File: src/rtl/bp_pkg.sv
// Shared branch-predictor definitions.
// Holds the default predictor widths and the branch update queue entry layout
// used by branch_update_queue. The entry fields take their widths from the
// package constants, so queue instances must use matching GHR/IDX widths.
package bp_pkg;

  localparam int GHR_WIDTH = 8;
  localparam int IDX_WIDTH = 8;
  localparam int BUQ_DEPTH = 8;

  // Prediction context captured at predict time.
  typedef struct packed {
    logic [31:0]          pc;
    logic [IDX_WIDTH-1:0] index;
    logic                 pred;
    logic [GHR_WIDTH-1:0] ghr;
  } buq_entry_t;

endpackage

File: src/rtl/buq_ptr_ctrl.sv
// Pointer / occupancy control for the branch update queue.
// Ports:
//   clk, reset          clock, asynchronous active-high reset
//   alloc_req           enqueue request (accepted only when not full)
//   resolve_req         dequeue request (accepted only when not empty)
//   flush               accepted dequeue is a mispredict: drop younger entries
//   enq, deq            accepted enqueue / dequeue this cycle
//   rd_addr, wr_addr    storage addresses of head and tail slot
//   count               registered occupancy
//   full, empty         derived from the registered pointers
module buq_ptr_ctrl #(
  parameter int DEPTH = 8
) (
  input  logic                     clk,
  input  logic                     reset,
  input  logic                     alloc_req,
  input  logic                     resolve_req,
  input  logic                     flush,
  output logic                     enq,
  output logic                     deq,
  output logic [$clog2(DEPTH)-1:0] rd_addr,
  output logic [$clog2(DEPTH)-1:0] wr_addr,
  output logic [$clog2(DEPTH):0]   count,
  output logic                     full,
  output logic                     empty
);

  localparam int AW = $clog2(DEPTH);

  // Pointers carry one extra MSB so full and empty are distinguishable.
  logic [AW:0] rd_ptr;
  logic [AW:0] wr_ptr;

  assign full    = (rd_ptr[AW-1:0] == wr_ptr[AW-1:0]) && (rd_ptr[AW] != wr_ptr[AW]);
  assign empty   = (rd_ptr == wr_ptr);
  assign enq     = alloc_req && !full;
  assign deq     = resolve_req && !empty;
  assign rd_addr = rd_ptr[AW-1:0];
  assign wr_addr = wr_ptr[AW-1:0];

  always_ff @(posedge clk or posedge reset) begin
    if (reset) begin
      rd_ptr <= '0;
      wr_ptr <= '0;
      count  <= '0;
    end else begin
      if (deq)
        rd_ptr <= rd_ptr + 1'b1;
      if (deq && flush) begin
        // Tail snaps to just past the resolved head; a same-cycle enqueue is
        // wrong-path and is dropped with the rest.
        wr_ptr <= rd_ptr + 1'b1;
        count  <= '0;
      end else begin
        if (enq)
          wr_ptr <= wr_ptr + 1'b1;
        if (enq && !deq)
          count <= count + 1'b1;
        else if (deq && !enq)
          count <= count - 1'b1;
      end
    end
  end

endmodule

File: src/rtl/branch_update_queue.sv
// In-order queue of in-flight branch predictions between a gshare predictor
// and execute. Captures pc/index/pred/GHR at predict time, pairs each entry
// with its in-order outcome and emits a one-cycle registered training pulse,
// flagging mispredicts, supplying the repaired GHR and flushing younger
// wrong-path entries.
// Ports:
//   clk, reset                        clock, asynchronous active-high reset
//   alloc_valid/ready, alloc_pc,
//   alloc_index, alloc_pred,
//   alloc_ghr                         enqueue of a predicted branch
//   resolve_valid/ready, resolve_taken outcome of the oldest branch
//   upd_valid, upd_taken, upd_pc,
//   upd_index, mispredict,
//   recover_ghr                       registered update pulse and context
//   count                             current occupancy
// Optional (macro BUQ_STATS_EN): stat_resolved, stat_mispredict saturating
// counters of update pulses and mispredicting update pulses.
module branch_update_queue
  import bp_pkg::*;
#(
  parameter int DEPTH     = BUQ_DEPTH,
  parameter int GHR_WIDTH = bp_pkg::GHR_WIDTH,
  parameter int IDX_WIDTH = bp_pkg::IDX_WIDTH
) (
  input  logic                     clk,
  input  logic                     reset,
  input  logic                     alloc_valid,
  output logic                     alloc_ready,
  input  logic [31:0]              alloc_pc,
  input  logic [IDX_WIDTH-1:0]     alloc_index,
  input  logic                     alloc_pred,
  input  logic [GHR_WIDTH-1:0]     alloc_ghr,
  input  logic                     resolve_valid,
  input  logic                     resolve_taken,
  output logic                     resolve_ready,
  output logic                     upd_valid,
  output logic                     upd_taken,
  output logic [31:0]              upd_pc,
  output logic [IDX_WIDTH-1:0]     upd_index,
  output logic                     mispredict,
  output logic [GHR_WIDTH-1:0]     recover_ghr,
  output logic [$clog2(DEPTH):0]   count
`ifdef BUQ_STATS_EN
  ,
  output logic [31:0]              stat_resolved,
  output logic [31:0]              stat_mispredict
`endif
);

  localparam int AW = $clog2(DEPTH);

  buq_entry_t        mem [DEPTH];
  buq_entry_t        head;
  buq_entry_t        new_entry;
  logic              enq;
  logic              deq;
  logic              full;
  logic              empty;
  logic              head_wrong;
  logic [AW-1:0]     rd_addr;
  logic [AW-1:0]     wr_addr;

  buq_ptr_ctrl #(.DEPTH(DEPTH)) u_ptr_ctrl (
    .clk         (clk),
    .reset       (reset),
    .alloc_req   (alloc_valid),
    .resolve_req (resolve_valid),
    .flush       (head_wrong),
    .enq         (enq),
    .deq         (deq),
    .rd_addr     (rd_addr),
    .wr_addr     (wr_addr),
    .count       (count),
    .full        (full),
    .empty       (empty)
  );

  assign alloc_ready   = !full;
  assign resolve_ready = !empty;
  assign head          = mem[rd_addr];
  assign head_wrong    = (head.pred != resolve_taken);

  always_comb begin
    new_entry       = '0;
    new_entry.pc    = alloc_pc;
    new_entry.index = alloc_index;
    new_entry.pred  = alloc_pred;
    new_entry.ghr   = alloc_ghr;
  end

  // Entry storage is intentionally not reset.
  always_ff @(posedge clk) begin
    if (enq)
      mem[wr_addr] <= new_entry;
  end

  always_ff @(posedge clk or posedge reset) begin
    if (reset) begin
      upd_valid   <= 1'b0;
      upd_taken   <= 1'b0;
      upd_pc      <= '0;
      upd_index   <= '0;
      mispredict  <= 1'b0;
      recover_ghr <= '0;
    end else begin
      upd_valid <= deq;
      if (deq) begin
        upd_taken   <= resolve_taken;
        upd_pc      <= head.pc;
        upd_index   <= head.index;
        mispredict  <= head_wrong;
        recover_ghr <= {head.ghr[GHR_WIDTH-2:0], resolve_taken};
      end
    end
  end

`ifdef BUQ_STATS_EN
  always_ff @(posedge clk or posedge reset) begin
    if (reset) begin
      stat_resolved   <= '0;
      stat_mispredict <= '0;
    end else begin
      if (upd_valid && (stat_resolved != '1))
        stat_resolved <= stat_resolved + 1'b1;
      if (upd_valid && mispredict && (stat_mispredict != '1))
        stat_mispredict <= stat_mispredict + 1'b1;
    end
  end
`endif

endmodule

File: config.mk
export PLATFORM = sky130hd
export DESIGN_NAME = branch_update_queue
export DESIGN_NICKNAME = d
export VERILOG_FILES = /design/src/rtl/bp_pkg.sv /design/src/rtl/buq_ptr_ctrl.sv /design/src/rtl/branch_update_queue.sv
export SDC_FILE = /design/constraint.sdc
export NUM_CORES = 1
export LEC_CHECK = 0
export CAP_MARGIN = 20
export CORE_ASPECT_RATIO = 0.8
export CORE_MARGIN = 1.5
export CORE_UTILIZATION = 58
export DETAILED_ROUTE_END_ITERATION = 12
export GPL_ROUTABILITY_DRIVEN = 0
export PLACE_DENSITY = 0.86
export SLEW_MARGIN = 20
export SYNTH_ARGS = -nofsm -noshare
export SYNTH_HDL_FRONTEND = slang
export SYNTH_HIERARCHICAL = 1
export SYNTH_SLANG_ARGS = --single-unit
File: constraint.sdc
create_clock -name clk -period 5.9 [get_ports clk]
set_input_delay 0.59 -clock clk [delete_from_list [all_inputs] [get_ports clk]]
set_output_delay 0.59 -clock clk [all_outputs]
set_load 0.01 [all_outputs]
# After elaboration in Yosys (flattened, before gate mapping)
# Memories as Yosys holds them, arrays and structs flattened.
# Cells that the tools add are included.
[totals]
n_memories = 1
reg_bits = 63
mem_bits_rw = 392
out_inout_bits = 57
wordCells = 37
[mem_list]
columns = ["memory", "depth", "word_bits", "read_ports", "rd_clocked_by_memory_dff", "wr", "line_no", "source"]
rows = [
  ["mem", 8, 49, 1, 0, 1, "branch_update_queue.sv:52", "buq_entry_t mem [DEPTH];"],
]
[classes]
eq_ne = 4
n_addsub = 4
n_reduce_logical = 12
muxes = 7
[op_table]
columns = ["cell", "count"]
rows = [
  ["2-to-1 mux 4 bit", 5],
  ["adder 4 x 1 -> 4 bit (second input constant)", 3],
  ["logical AND 1 bit", 6],
  ["== test 4 bit", 1],
  ["logical NOT 1 bit", 4],
  ["subtractor 4 x 1 -> 4 bit (second input constant)", 1],
  ["== test 3 bit", 1],
  ["nonzero test 3 bit", 1],
  ["2-to-1 mux 1 bit", 2],
  ["!= test 1 bit", 2],
  ["nonzero test 2 bit", 1],
]

# Logic depth before layout (Yosys ltp)
# Gate-level depths: netlist of run 1.
[logic_depth]
depth_word = 9
mapped_depth = 10
depth_no_buf = 10

# By module
# The synthesis of run 1 kept the hierarchy.
[modules_own_cells]
columns = ["module", "cells_per_inst", "instances", "area_per_inst_um2"]
rows = [
  ["branch_update_queue", 731, 1, 16145.5],
  ["buq_ptr_ctrl", 87, 1, 838.3],
]

# Least setup slack after synthesis of run 1
# No wires, ideal clock.
[synth_timing]
kind = "flip-flop to flip-flop"
from = "register u_ptr_ctrl.rd_ptr[0]"
to = "memory mem[0][0] in the netlist's numbering (enable)"
required_time_ps = 5387
setup_slack_ps = 825
arrival_ps = 4562
setup_time_ps = 513
path_stages_with_launch = 6
path_cell_list = "dfrtp_1 -> xor2_1 -> o41ai_4 -> inv_4 -> nand2b_1 -> nor3_1"
[synth_via]
elab_chain_len = 6
[synth_lines]
columns = ["element", "line_no", "source"]
rows = [
  ["start, declared", "buq_ptr_ctrl.sv:31", "logic [AW:0] rd_ptr;"],
  ["start signal, assigned", "buq_ptr_ctrl.sv:48", "rd_ptr <= rd_ptr + 1'b1;"],
  ["== test 3 bit", "buq_ptr_ctrl.sv:34", "assign full = (rd_ptr[AW-1:0] == wr_ptr[AW-1:0]) && (rd_ptr[AW] != wr_ptr[AW]);"],
  ["logical AND 1 bit", "buq_ptr_ctrl.sv:34", ""],
  ["logical NOT 1 bit", "buq_ptr_ctrl.sv:36", "assign enq = alloc_req && !full;"],
  ["logical AND 1 bit", "buq_ptr_ctrl.sv:36", ""],
  ["via enq", "branch_update_queue.sv:55", "logic enq;"],
  ["2-to-1 mux 1 bit", "branch_update_queue.sv:93", "if (enq)"],
  ["2-to-1 mux 1 bit (not written as such)", "branch_update_queue.sv:94", "mem[wr_addr] <= new_entry;"],
  ["end, declared", "branch_update_queue.sv:52", ""],
]
# The timed path passes the listed nets, and every way through them passes these cells.

# Final worst setup path of run 1
[layout_timing]
from = "register u_ptr_ctrl.rd_ptr[1]"
to = "memory mem[0][31] in the netlist's numbering (enable)"
# Same word-level chain as after synthesis.

==> results by stage, run 1 <==
Status:
- The flow ran to the end, and the final reports show no timing, DRC or antenna violations.

CTS:
- The number of sinks handled by clock tree synthesis is between 400 and 500.
- The post-CTS setup buffer count is 0.
- The clock-pin slew on the worst setup and hold paths is roughly 60 ps.
- After clock tree synthesis, the repair step resized 0 gates.
- In this run the deepest clock path goes through 3 buffers.
- The clock tree from TritonCTS is built.
- The H-tree was split into 2 levels.
- The clock insertion delay at the later pin of the skew report is ~530 ps.
- In this run, post-CTS hold repair placed 0 buffers.
- Buffers inserted during clock tree synthesis total a little over 40.
- The root buffer selected by CTS is sky130_fd_sc_hd__clkbuf_16.

Min path:
- The min-delay analysis places its worst path in the category input pin to async pin.

Power and ir drop:
- The worst ir drop on vdd is ~0.32 mV.
- The fraction of power spent switching nets is 0.299.
- The total power is about 10 mW.
- The net switching power figure is ~3 mW.
- The analysis attributes to cell leakage a power of around 6.6 nW.
- The internal power summed over all cells is 6.99 mW.
- The share of total power dissipated in the clock network is 0.255.
- The power density over cell area is approximately 500 nW/um^2.
- The logic gate share of total power is 0.300.
- The sequential share of power is 0.445.

STA:
- The total count of hold-check failures in the final report came to 0.
- Setup violations remaining at the end of the flow were counted as 0.
- The setup skew after layout is between 10 and 15 ps.
- The smallest clock period supported by the final layout is computed as ~3700 ps.
- Setup repair after global routing left no endpoint under its margin.
- Headroom to the max-slew limit came out at 0.302.
- The transition time of the tightest slew-check pin is 1050 ps.
- The setup total negative slack is 0 ps.
- Final hold analysis gives a worst-case slack of 451 ps.
- The timing-limited maximum frequency is 0.272 GHz.
- Dividing the final minimum period by the clock period gives 0.624.
- The final count of pins violating max slew is 0.

Placement:
- The number of buffers added on ports is around 110.
- The half-perimeter wire length after detailed placement is between 15 and 20 mm.
- The instance area after placement is 18500 um^2.

Yosys:
- Among all flip-flop cells after synthesis, the most frequent one is sky130_fd_sc_hd__edfxtp_1.
- After synthesis, the netlist uses 34 different library cells.
- The net count after synthesis is slightly below 900.
- The yosys synthesis warning count is 6.
- The gate count of the mapped netlist is 818.
- In the synthesized netlist the async set-or-reset flop fraction comes to 0.139.
- The library cell with the largest summed area after synthesis is sky130_fd_sc_hd__edfxtp_1.
- The area fraction of the dominant cell type after synthesis is 0.679.
- By area the synthesized netlist is led by sky130_fd_sc_hd__edfxtp_1 (68%), sky130_fd_sc_hd__mux4_2 (13%), sky130_fd_sc_hd__dfrtp_1 (9.1%).
- The cell with the most instances after synthesis is sky130_fd_sc_hd__edfxtp_1.
- Summing every instance area after synthesis gives around 17000 um^2.
- The number of storage elements in the synthesis netlist is between 400 and 500.
- For this run, the register share of the synthesized area comes to 0.770.
- The number of enable-type register cells in the synthesized netlist is ~380.
- In the synthesized netlist, the cells that appear most often are sky130_fd_sc_hd__edfxtp_1 (384), sky130_fd_sc_hd__mux4_2 (96), sky130_fd_sc_hd__dfrtp_1 (62).
- A synthesized cell averages between 20 and 25 um^2.

Floorplanning:
- The overall die area is between 30000 and 40000 um^2.
- The floorplan die width is between 150 and 200 um.
- The total area inside the core boundary comes to approximately 29000 um^2.
- The initial utilization of the core area, before any placement, comes to 0.595.
- The die is about 160 um tall.
- The number of top-level design ports is ~110.
- The number of placement rows is 55.

Route:
- The DRC violation total after the first TritonRoute iteration is roughly 770.
- For this block, the via count after detailed routing is around 8200.
- In the routed layout, each cell is associated on average with a via count of around 6.1.
- The routed wire length per instance is ~25 um.
- The remaining design rule violation count is 0.
- For this run, the detailed router's first-pass iteration total came to 5.
- The detail route stage leaves a number of antenna-violating nets equal to 0.
- The wire length reported by the detailed router is between 30 and 40 mm.

Setup path:
- Of all nets on the critical path, the largest fanout is 49.
- For the worst setup path, the data required time is 6050 ps.
- The setup path with the least slack is of type flop to flop.
- The data arrival time of the critical path is 3830 ps.
- STA classifies the critical path endpoint as a flop.
- The worst setup path is launched from a flop.
- The worst reg-to-reg path cell count is 6.

Layout:
- The post-synthesis to final-layout area growth is 16.5%.
- Of the cells placed in the final design, the portion with a size suffix greater than 1 is 0.194.
- Summing all non-filler instances in the final layout gives an area of 19800 um^2.
- Once layout is complete, the utilization of the core stands at 0.693.
- The layout net count is 999.

Global routing:
- The total congestion overflow is 0.
- Across every metal layer, demand over resource in global routing totals 0.232.
- The initial antenna violation count is 4.
- The pin count of the biggest net entering global routing is 85.
- The wire length of the first global-routing pass is roughly 52 mm.
- The via count of the first global-routing pass is 8802.

Job:
- Max-cap violations in this run came to 0.
## cell type report
cell class                      count  area (um^2)
Clock buffer                       62         1200
Sequential cell                   446        13100
Antenna cell                        2         5.00
Tap cell                          370          463
Inverter                            9         37.5
Clock inverter                     14         96.3
Timing Repair Buffer              125         1210
Multi-Input combinational cell    317         3670
Fill cell                        1673         8780
## registers in the layout, summed over array words and instances, names as in the netlist
register,count
u_ptr_ctrl/count,4
recover_ghr,8
u_ptr_ctrl/wr_ptr,4
mispredict,1
mem,384
upd_valid,1
upd_pc,32
u_ptr_ctrl/rd_ptr,4
upd_index,8
## kinds of logic after synthesis
kind of cell / synth area share
XOR/XNOR: 0.00825
buffers and inverters: 0.0168
multiplexers: 0.158
AO/OA/AOI/OAI: 0.0224
adder cells (fa/ha/maj): 0.00413
AND/OR/NAND/NOR: 0.0201
flip-flops: 0.770
## metrics by stage
step / setup slack, ps / std cells
2_1_floorplan: 825 / 818
3_3_place_gp: 2310 / 1267
3_5_place_dp: 2250 / 1267
4_1_cts: 2170 / 1343
5_1_grt: 2020 / 1344
6_report: 2220 / 1345
## critical path: stages, from the launching register on
cell and delay [ps]:
sky130_fd_sc_hd__dfrtp_4 900, sky130_fd_sc_hd__xor2_1 570, sky130_fd_sc_hd__o41ai_4 210, sky130_fd_sc_hd__inv_4 160, sky130_fd_sc_hd__nand2b_1 240, sky130_fd_sc_hd__nor3_2 470, sky130_fd_sc_hd__buf_4 710
## cell usage in the layout (no fill, tap or decap), drive strengths merged
| cell | Yosys | routed |
|---|---|---|
| or2 | 1 | 1 |
| o41a | 1 | 1 |
| o21ai | 6 | 6 |
| dfrtp | 62 | 62 |
| xor2 | 9 | 9 |
| fa | 1 | 1 |
| nand2 | 16 | 16 |
| nor2 | 57 | 57 |
| a21o | 1 | 1 |
| nor2b | 1 | 1 |
| xnor2 | 7 | 7 |
| mux4 | 96 | 96 |
| clkdlybuf4s50 | 0 | 109 |
| a311oi | 1 | 1 |
| bufinv | 0 | 1 |
| clkbuf | 17 | 62 |
| a31oi | 2 | 2 |
| inv | 9 | 9 |
| nand3 | 1 | 1 |
| edfxtp | 384 | 384 |
| a21oi | 51 | 51 |
| nand2b | 3 | 3 |
| nand4 | 1 | 1 |
| clkinv | 0 | 11 |
| nor3 | 5 | 5 |
| diode | 0 | 2 |
| o41ai | 2 | 2 |
| mux2i | 48 | 48 |
| mux2 | 3 | 3 |
| ha | 4 | 4 |
| clkinvlp | 0 | 2 |
| buf | 29 | 16 |
## layer usage
layer,track usage,up-vias,wire [um]
met5,0,-,31
met4,0.0565,4,660
met3,0.0512,56,2930
met2,0.399,387,17100
met1,0.307,4208,13200
li1,-,3524,-
## power by group through the flow
stage | sequential, mW | clock (mW) | combinational (mW)
3_3_place_gp | 4.44 | 0 | 2.90
2_1_floorplan | 4.45 | 0 | 2.01
6_report | 4.43 | 2.54 | 2.99
4_1_cts | 4.43 | 2.59 | 3.02
3_5_place_dp | 4.48 | 0 | 2.98
5_1_grt | 4.49 | 2.70 | 3.22
## worst paths after layout
path,start,endpoint,slack (ps)
min in group clk,u_ptr_ctrl/count[3]$_DFFE_PP0P_,u_ptr_ctrl/count[3]$_DFFE_PP0P_,500
worst min register to register,u_ptr_ctrl/count[3]$_DFFE_PP0P_,u_ptr_ctrl/count[3]$_DFFE_PP0P_,500
max in group asynchronous,reset,upd_pc[15]$_DFFE_PP0P_,4700
worst min-delay path,reset,u_ptr_ctrl/rd_ptr[0]$_DFFE_PP0P_,450
worst max register to register,u_ptr_ctrl/rd_ptr[1]$_DFFE_PP0P_,mem[0][31]$_DFFE_PP_,2220
worst max-delay path,u_ptr_ctrl/rd_ptr[1]$_DFFE_PP0P_,mem[0][31]$_DFFE_PP_,2220
Note: power is estimated with default switching activity, not from simulation.
==> run 2, diff against run 1 <==
==> constraint.sdc (replaced) <==
create_clock -name clk -period 3.6 [get_ports clk]
set_input_delay 0.36 -clock clk [delete_from_list [all_inputs] [get_ports clk]]
set_output_delay 0.36 -clock clk [all_outputs]
set_load 0.01 [all_outputs]
==> results by stage, run 2 (synthesized netlist as in run 1, its figures left out) <==
Status:
- The run finished with clean final reports.

Floorplanning:
- The number of top-level design ports was 111 (unchanged).
- The number of placement rows is 55 (unchanged).
- The floorplan die width came to 194 um (unchanged).
- The die extent in y is 156 um (unchanged).
- The area of the core region is 28600 um^2 (unchanged).
- The overall die area was 30300 um^2 (unchanged).
- The starting density of the core is 0.595 (unchanged).

STA:
- The final period utilization came to 0.887 (+0.263).
- The setup-violating endpoint count in the final report came to 0 (unchanged).
- The setup total negative slack is 0 ps (unchanged).
- The final count of pins violating max slew was 0 (unchanged).
- The transition time of the tightest slew-check pin is 1060 ps (+13.6 ps).
- The timing-limited maximum frequency was 0.313 GHz (+15%).
- The least setup slack across all paths after layout was 406 ps (-1810 ps).
- The setup skew after layout came to 13.3 ps (+2.85 ps).
- The remaining max-slew budget at the tightest pin was 0.293 (-0.00903).
- The shortest period the worst path allows is 3190 ps (-489 ps).
- The total count of hold-check failures in the final report is 0 (unchanged).
- Setup repair after global routing left no endpoint under its margin.

CTS:
- The number of sinks handled by clock tree synthesis is 446 (unchanged).
- The H-tree depth came to 2 (unchanged).
- The clock-pin slew on the worst setup and hold paths is 60 ps (about the same).
- The clock insertion delay at the later pin of the skew report is 550 ps (+20 ps).
- The buffer depth of the longest clock path came to 3 (unchanged).
- The post-cts resize count is 0 (unchanged).
- The TritonCTS buffer count was 41 (unchanged).
- The post-CTS setup buffer count is 0 (unchanged).
- CTS placed an instance of sky130_fd_sc_hd__clkbuf_16 at the clock tree root.
- TritonCTS built the clock tree.
- The number of hold-repair buffers added at the cts stage is 0 (unchanged).

Min path:
- The worst hold path belongs to the class input pin to async pin.

Setup path:
- The critical path is of the flop to flop type.
- The largest fanout on the critical path is 18 (-63%).
- The startpoint of the worst-slack reg-to-reg timing path is u_ptr_ctrl/wr_ptr[1]$_DFFE_PP0P_.
- The worst setup path is launched from a flop.
- The data arrival time of the critical path is 3410 ps (-420 ps).
- The start point of the critical path is u_ptr_ctrl/wr_ptr[1]$_DFFE_PP0P_.
- The worst setup path is captured at a flop.
- The data required time at the worst endpoint is 3820 ps (-2230 ps).

Global routing:
- The wire length of the first global-routing pass is 52.9 mm (+1.6%).
- The via count of the first global-routing pass was 8716 (-0.98%).
- The initial antenna violation count is 4 (unchanged).
- The pin count of the biggest net entering global routing is 72 (-15%).
- The total congestion overflow was 0 (unchanged).
- The total track usage is 0.239 (+0.00723).

Layout:
- The post-synthesis to final-layout area growth is 17.7%.
- The proportion of layout cells with a drive suffix above 1 was 0.210 (+0.0160).
- The flip-flop count of the largest register, all copies and words added is 384 (unchanged).
- The final core area utilization is 0.700 (+0.00745).
- The total area of multi-input combinational cells is 3680 um^2 (+0.34%).
- The layout net count is 1007 (+0.80%).
- In the final layout, the registers with the most flip-flops are mem: 384 flops, upd_pc: 32 flops.
- The final-layout fill cell count came to 1651 (-1.3%).
- The top cell types in the final layout, fill and taps aside, are sky130_fd_sc_hd__edfxtp_1 (384), sky130_fd_sc_hd__clkdlybuf4s50_1 (109), sky130_fd_sc_hd__mux4_2 (96), sky130_fd_sc_hd__dfrtp_1 (59).
- The register with the most flip-flops in the final layout is mem.
- The summed area of non-filler cells in the final layout is 20000 um^2 (+1.1%).
- The library cell used most frequently in the layout, excluding fill and tap cells, is sky130_fd_sc_hd__edfxtp_1.
- The sequential cell area came to 13100 um^2 (unchanged).

Route:
- The DRC violation total after the first TritonRoute iteration is 742 (-3.9%).
- The average vias per placed instance was 6.09 (+0.19%).
- The wire length reported by the detailed router was 35.0 mm (+3.2%).
- The remaining design rule violation count came to 0 (unchanged).
- The count of TritonRoute iterations in the first routing pass was 5 (unchanged).
- The overall via count from detail_route is 8243 (+0.78%).
- The routed wire length per instance is 25.9 um (+2.6%).
- The remaining antenna violation count is 0 (unchanged).

Power and ir drop:
- The leakage dissipation is 6.72 nW (+1.6%).
- The worst ir drop on vdd is 0.684 mV (+110%).
- The power density over cell area is 832 nW/um^2 (+65%).

Placement:
- The number of buffers added on ports came to 109 (unchanged).
- The instance area after placement is 18600 um^2 (+0.74%).
- The half-perimeter wire length after detailed placement is 19.1 mm (+4.6%).
- The worst setup timing slack at the placement stage was 436 ps (-1810 ps).

Job:
- The count of maximum capacitance violations is 0 (unchanged).
-- run 2: final cells by class --
type	count	area share
diodes	3	0.000376
clock buffers	60	0.0615
clock inverters	15	0.00688
inverters	9	0.00194
multi-input cells	317	0.184
flip-flops and latches	446	0.655
well taps	370	0.0232
repair buffers	133	0.0669
-- run 2: worst paths after layout --
kind	cells after the start	slack, ps	endpoint
worst min register to register	1	510	u_ptr_ctrl/count[3]$_DFFE_PP0P_
worst max-delay path	6	410	mem[2][5]$_DFFE_PP_
worst min-delay path	2	160	recover_ghr[7]$_DFFE_PP0P_
min in group clk	2	510	recover_ghr[0]$_DFFE_PP0P_
worst max register to register	6	410	mem[2][5]$_DFFE_PP_
max in group asynchronous	3	2730	upd_pc[22]$_DFFE_PP0P_
-- run 2: worst max-delay path, cell delays in order, from the launching register on --
cell and delay, ps:
sky130_fd_sc_hd__dfrtp_1 600, sky130_fd_sc_hd__xor2_1 560, sky130_fd_sc_hd__o41ai_4 200, sky130_fd_sc_hd__inv_4 160
sky130_fd_sc_hd__nand2b_1 260, sky130_fd_sc_hd__nor2_4 630, sky130_fd_sc_hd__buf_4 440
-- run 2: metrics by stage --
| step | hold slack, ps | power (mW) | std cells |
|---|---|---|---|
| finish | 158 | 16.6 | 1353 |
| global route | 172 | 17.3 | 1352 |
| CTS | 148 | 16.8 | 1350 |
| detailed placement | 494 | 12.3 | 1275 |
| global placement | 495 | 12.1 | 1275 |
| floorplan | 225 | 10.6 | 818 |
-- run 2: power breakdown --
| part | switching (mW) | leakage [nW] | internal [mW] |
|---|---|---|---|
| sequential | 0.459 | 4.18 | 6.71 |
| clock | 1.84 | 0.668 | 2.52 |
| combinational | 2.68 | 1.87 | 2.41 |
| total | 4.98 | 6.72 | 11.6 |
-- run 2: layer usage --
| metal | track usage | routed length (um) | vias to the layer above |
|---|---|---|---|
| li1 | - | - | 3535 |
| met5 | 0 | 0 | - |
| met2 | 0.397 | 17700 | 342 |
| met4 | 0.0856 | 842 | 0 |
| met3 | 0.0504 | 2520 | 57 |
| met1 | 0.320 | 14000 | 4309 |
==> run 3, diff against run 2 <==
--- a/config.mk
+++ b/config.mk
@@ -9,6 +9,7 @@
 export CORE_ASPECT_RATIO = 0.8
 export CORE_MARGIN = 1.5
 export CORE_UTILIZATION = 58
+export CTS_BUF_LIST = sky130_fd_sc_hd__clkbuf_4 sky130_fd_sc_hd__clkbuf_8
 export DETAILED_ROUTE_END_ITERATION = 12
 export GPL_ROUTABILITY_DRIVEN = 0
 export PLACE_DENSITY = 0.86
==> results by stage, run 3 (synthesized netlist as in run 1, its figures left out) <==
Setup path:
- The startpoint of the worst-slack reg-to-reg timing path is u_ptr_ctrl/wr_ptr[1]$_DFFE_PP0P_.
- The data required time at the worst endpoint is 3870 ps (+50 ps).
- The start point of the critical path is u_ptr_ctrl/wr_ptr[1]$_DFFE_PP0P_.
- STA classifies the critical path startpoint as a flop.
- The critical path is of the flop to flop type.
- The worst setup path is captured at a flop.
- The largest fanout on the critical path came to 18 (unchanged).
- The data arrival time of the critical path is 3480 ps (+70 ps).

Global routing:
- The initial antenna violation count is 2 (-2).
- The total track usage was 0.228 (-0.0114).
- The via count of the first global-routing pass is 8731 (+0.17%).
- The pin count of the biggest net entering global routing is 72 (unchanged).
- The total congestion overflow is 0 (unchanged).
- The wire length of the first global-routing pass is 51.2 mm (-3.1%).

STA:
- The transition time of the tightest slew-check pin came to 1070 ps (+11.9 ps).
- Setup repair after global routing left no endpoint under its margin.
- The timing-limited maximum frequency was 0.312 GHz (-0.46%).
- The setup skew after layout is 31.2 ps (+18.0 ps).
- The setup total negative slack is 0 ps (unchanged).
- The setup-violating endpoint count in the final report is 0 (unchanged).
- The total count of hold-check failures in the final report is 0 (unchanged).
- The final period utilization is 0.891 (+0.00409).
- The shortest period the worst path allows is 3210 ps (+14.7 ps).
- The final count of pins violating max slew is 0 (unchanged).
- The remaining max-slew budget at the tightest pin is 0.285 (-0.00793).

Layout:
- The area growth from synthesis to layout is 17.1%.
- The final-layout fill cell count is 1680 (+1.8%).
- The proportion of layout cells with a drive suffix above 1 was 0.246 (+0.0359).
- The flip-flop count of the largest register, all copies and words added was 384 (unchanged).
- The library cells used most frequently in the layout, excluding fill and tap cells, are sky130_fd_sc_hd__edfxtp_1 (384), sky130_fd_sc_hd__clkdlybuf4s50_1 (109), sky130_fd_sc_hd__mux4_2 (96), sky130_fd_sc_hd__clkbuf_8 (70), sky130_fd_sc_hd__dfrtp_1 (59).
- The leading cell type in the layout, fill and taps excluded is sky130_fd_sc_hd__edfxtp_1.
- The layout net count was 1027 (+2.0%).
- The final core area utilization is 0.696 (-0.00359).
- The register with the highest flop count is mem.
- The largest registers in the layout are mem: 384 flops, upd_pc: 32 flops.

CTS:
- Clock tree synthesis selected as its root buffer the cell sky130_fd_sc_hd__clkbuf_8.
- The number of hold-repair buffers added at the cts stage is 0 (unchanged).
- The H-tree depth was 2 (unchanged).
- The post-CTS setup buffer count is 0 (unchanged).
- The clock-pin slew on the worst setup and hold paths came to 70 ps (about the same).
- The post-cts resize count was 0 (unchanged).
- The TritonCTS buffer count is 61 (+49%).
- The buffer depth of the longest clock path is 3 (unchanged).
- The clock insertion delay at the later pin of the skew report was 620 ps (+70 ps).
- The number of sinks handled by clock tree synthesis is 446 (unchanged).
- The clock tree from TritonCTS is built.

Placement:
- The number of buffers added on ports is 109 (unchanged).
- The half-perimeter wire length after detailed placement is 19.1 mm (unchanged).

Route:
- The average vias per placed instance was 5.94 (-2.6%).
- The remaining antenna violation count is 0 (unchanged).
- The routed wire length per instance came to 24.0 um (-7.5%).
- The DRC violation total after the first TritonRoute iteration came to 715 (-3.6%).
- The remaining design rule violation count is 0 (unchanged).
- The wire length reported by the detailed router is 33.3 mm (-4.9%).
- The count of TritonRoute iterations in the first routing pass came to 5 (unchanged).
- The overall via count from detail_route is 8257 (+0.17%).

Status:
- The flow ran to the end, and the final reports show no timing, DRC or antenna violations.

Min path:
- The path class of the tightest hold or removal check is input pin to async pin.

Power and ir drop:
- The power density over cell area came to 809 nW/um^2 (-2.8%).
- The leakage dissipation is 6.74 nW (+0.33%).
- The worst ir drop on vdd is 0.616 mV (-10%).

Floorplanning:
- The floorplan die width was 194 um (unchanged).
- The overall die area is 30300 um^2 (unchanged).
- The number of top-level design ports is 111 (unchanged).
- The die extent in y came to 156 um (unchanged).
- The number of placement rows is 55 (unchanged).
- The starting density of the core is 0.595 (unchanged).
- The area of the core region was 28600 um^2 (unchanged).

Job:
- The count of maximum capacitance violations is 0 (unchanged).
-- run 3: cell count changes in the layout (fill, tap and decap cells not counted), sizes merged --
cell      change
diode         -2
clkbuf       +42
clkinvlp      -3
clkinv        +3
bufinv        -2
-- run 3: stage by stage --
step | setup slack, ps | hold slack (ps) | power, mW | cell area (um^2) | std cells
global placement | 508 | 495 | 12.1 | 18600 | 1275
detailed placement | 436 | 494 | 12.3 | 18600 | 1275
floorplan | -187 | 225 | 10.6 | 17000 | 818
CTS | 403 | 65.9 | 16.2 | 19900 | 1390
finish | 391 | 77.8 | 16.1 | 19900 | 1391
global route | 108 | 78.7 | 16.8 | 19900 | 1390
-- run 3: worst max-delay path, cell delays in order (launching register included) --
cell and delay [ps]:
sky130_fd_sc_hd__dfrtp_1 620, sky130_fd_sc_hd__xor2_1 560, sky130_fd_sc_hd__o41ai_4 210, sky130_fd_sc_hd__inv_4 160, sky130_fd_sc_hd__nand2b_1 260, sky130_fd_sc_hd__nor2_4 610
sky130_fd_sc_hd__buf_4 430
-- run 3: where the power goes --
part           switching, mW  internal, mW
combinational           2.62          2.41
sequential             0.444          6.71
clock                   1.79          2.11
-- run 3: final cells by class --
type | count | area (um^2) | share of cell area
Clock inverter | 13 | 66.3 | 0.00333
Clock buffer | 102 | 1200 | 0.0605
Sequential cell | 446 | 13100 | 0.658
Inverter | 9 | 38.8 | 0.00195
Timing Repair Buffer | 133 | 1340 | 0.0672
Multi-Input combinational cell | 317 | 3680 | 0.185
Antenna cell | 1 | 2.50 | 0.000126
Tap cell | 370 | 463 | 0.0233
-- run 3: routing by layer --
layer	global-route usage	vias up	wire, um
met5	0	-	13
met4	0.0621	2	548
met3	0.0484	52	2160
met2	0.373	302	16500
met1	0.317	4314	14100
li1	-	3587	-
-- run 3: path summary, 6_finish.rpt --
check	cells past startpoint	slack, ps	end
worst min register to register	1	510	u_ptr_ctrl/count[3]$_DFFE_PP0P_
worst max register to register	6	390	mem[2][2]$_DFFE_PP_
worst max-delay path	6	390	mem[2][2]$_DFFE_PP_
max in group asynchronous	3	2800	upd_pc[16]$_DFFE_PP0P_
worst min-delay path	2	80	upd_valid$_DFF_PP0_
min in group clk	2	430	recover_ghr[0]$_DFFE_PP0P_
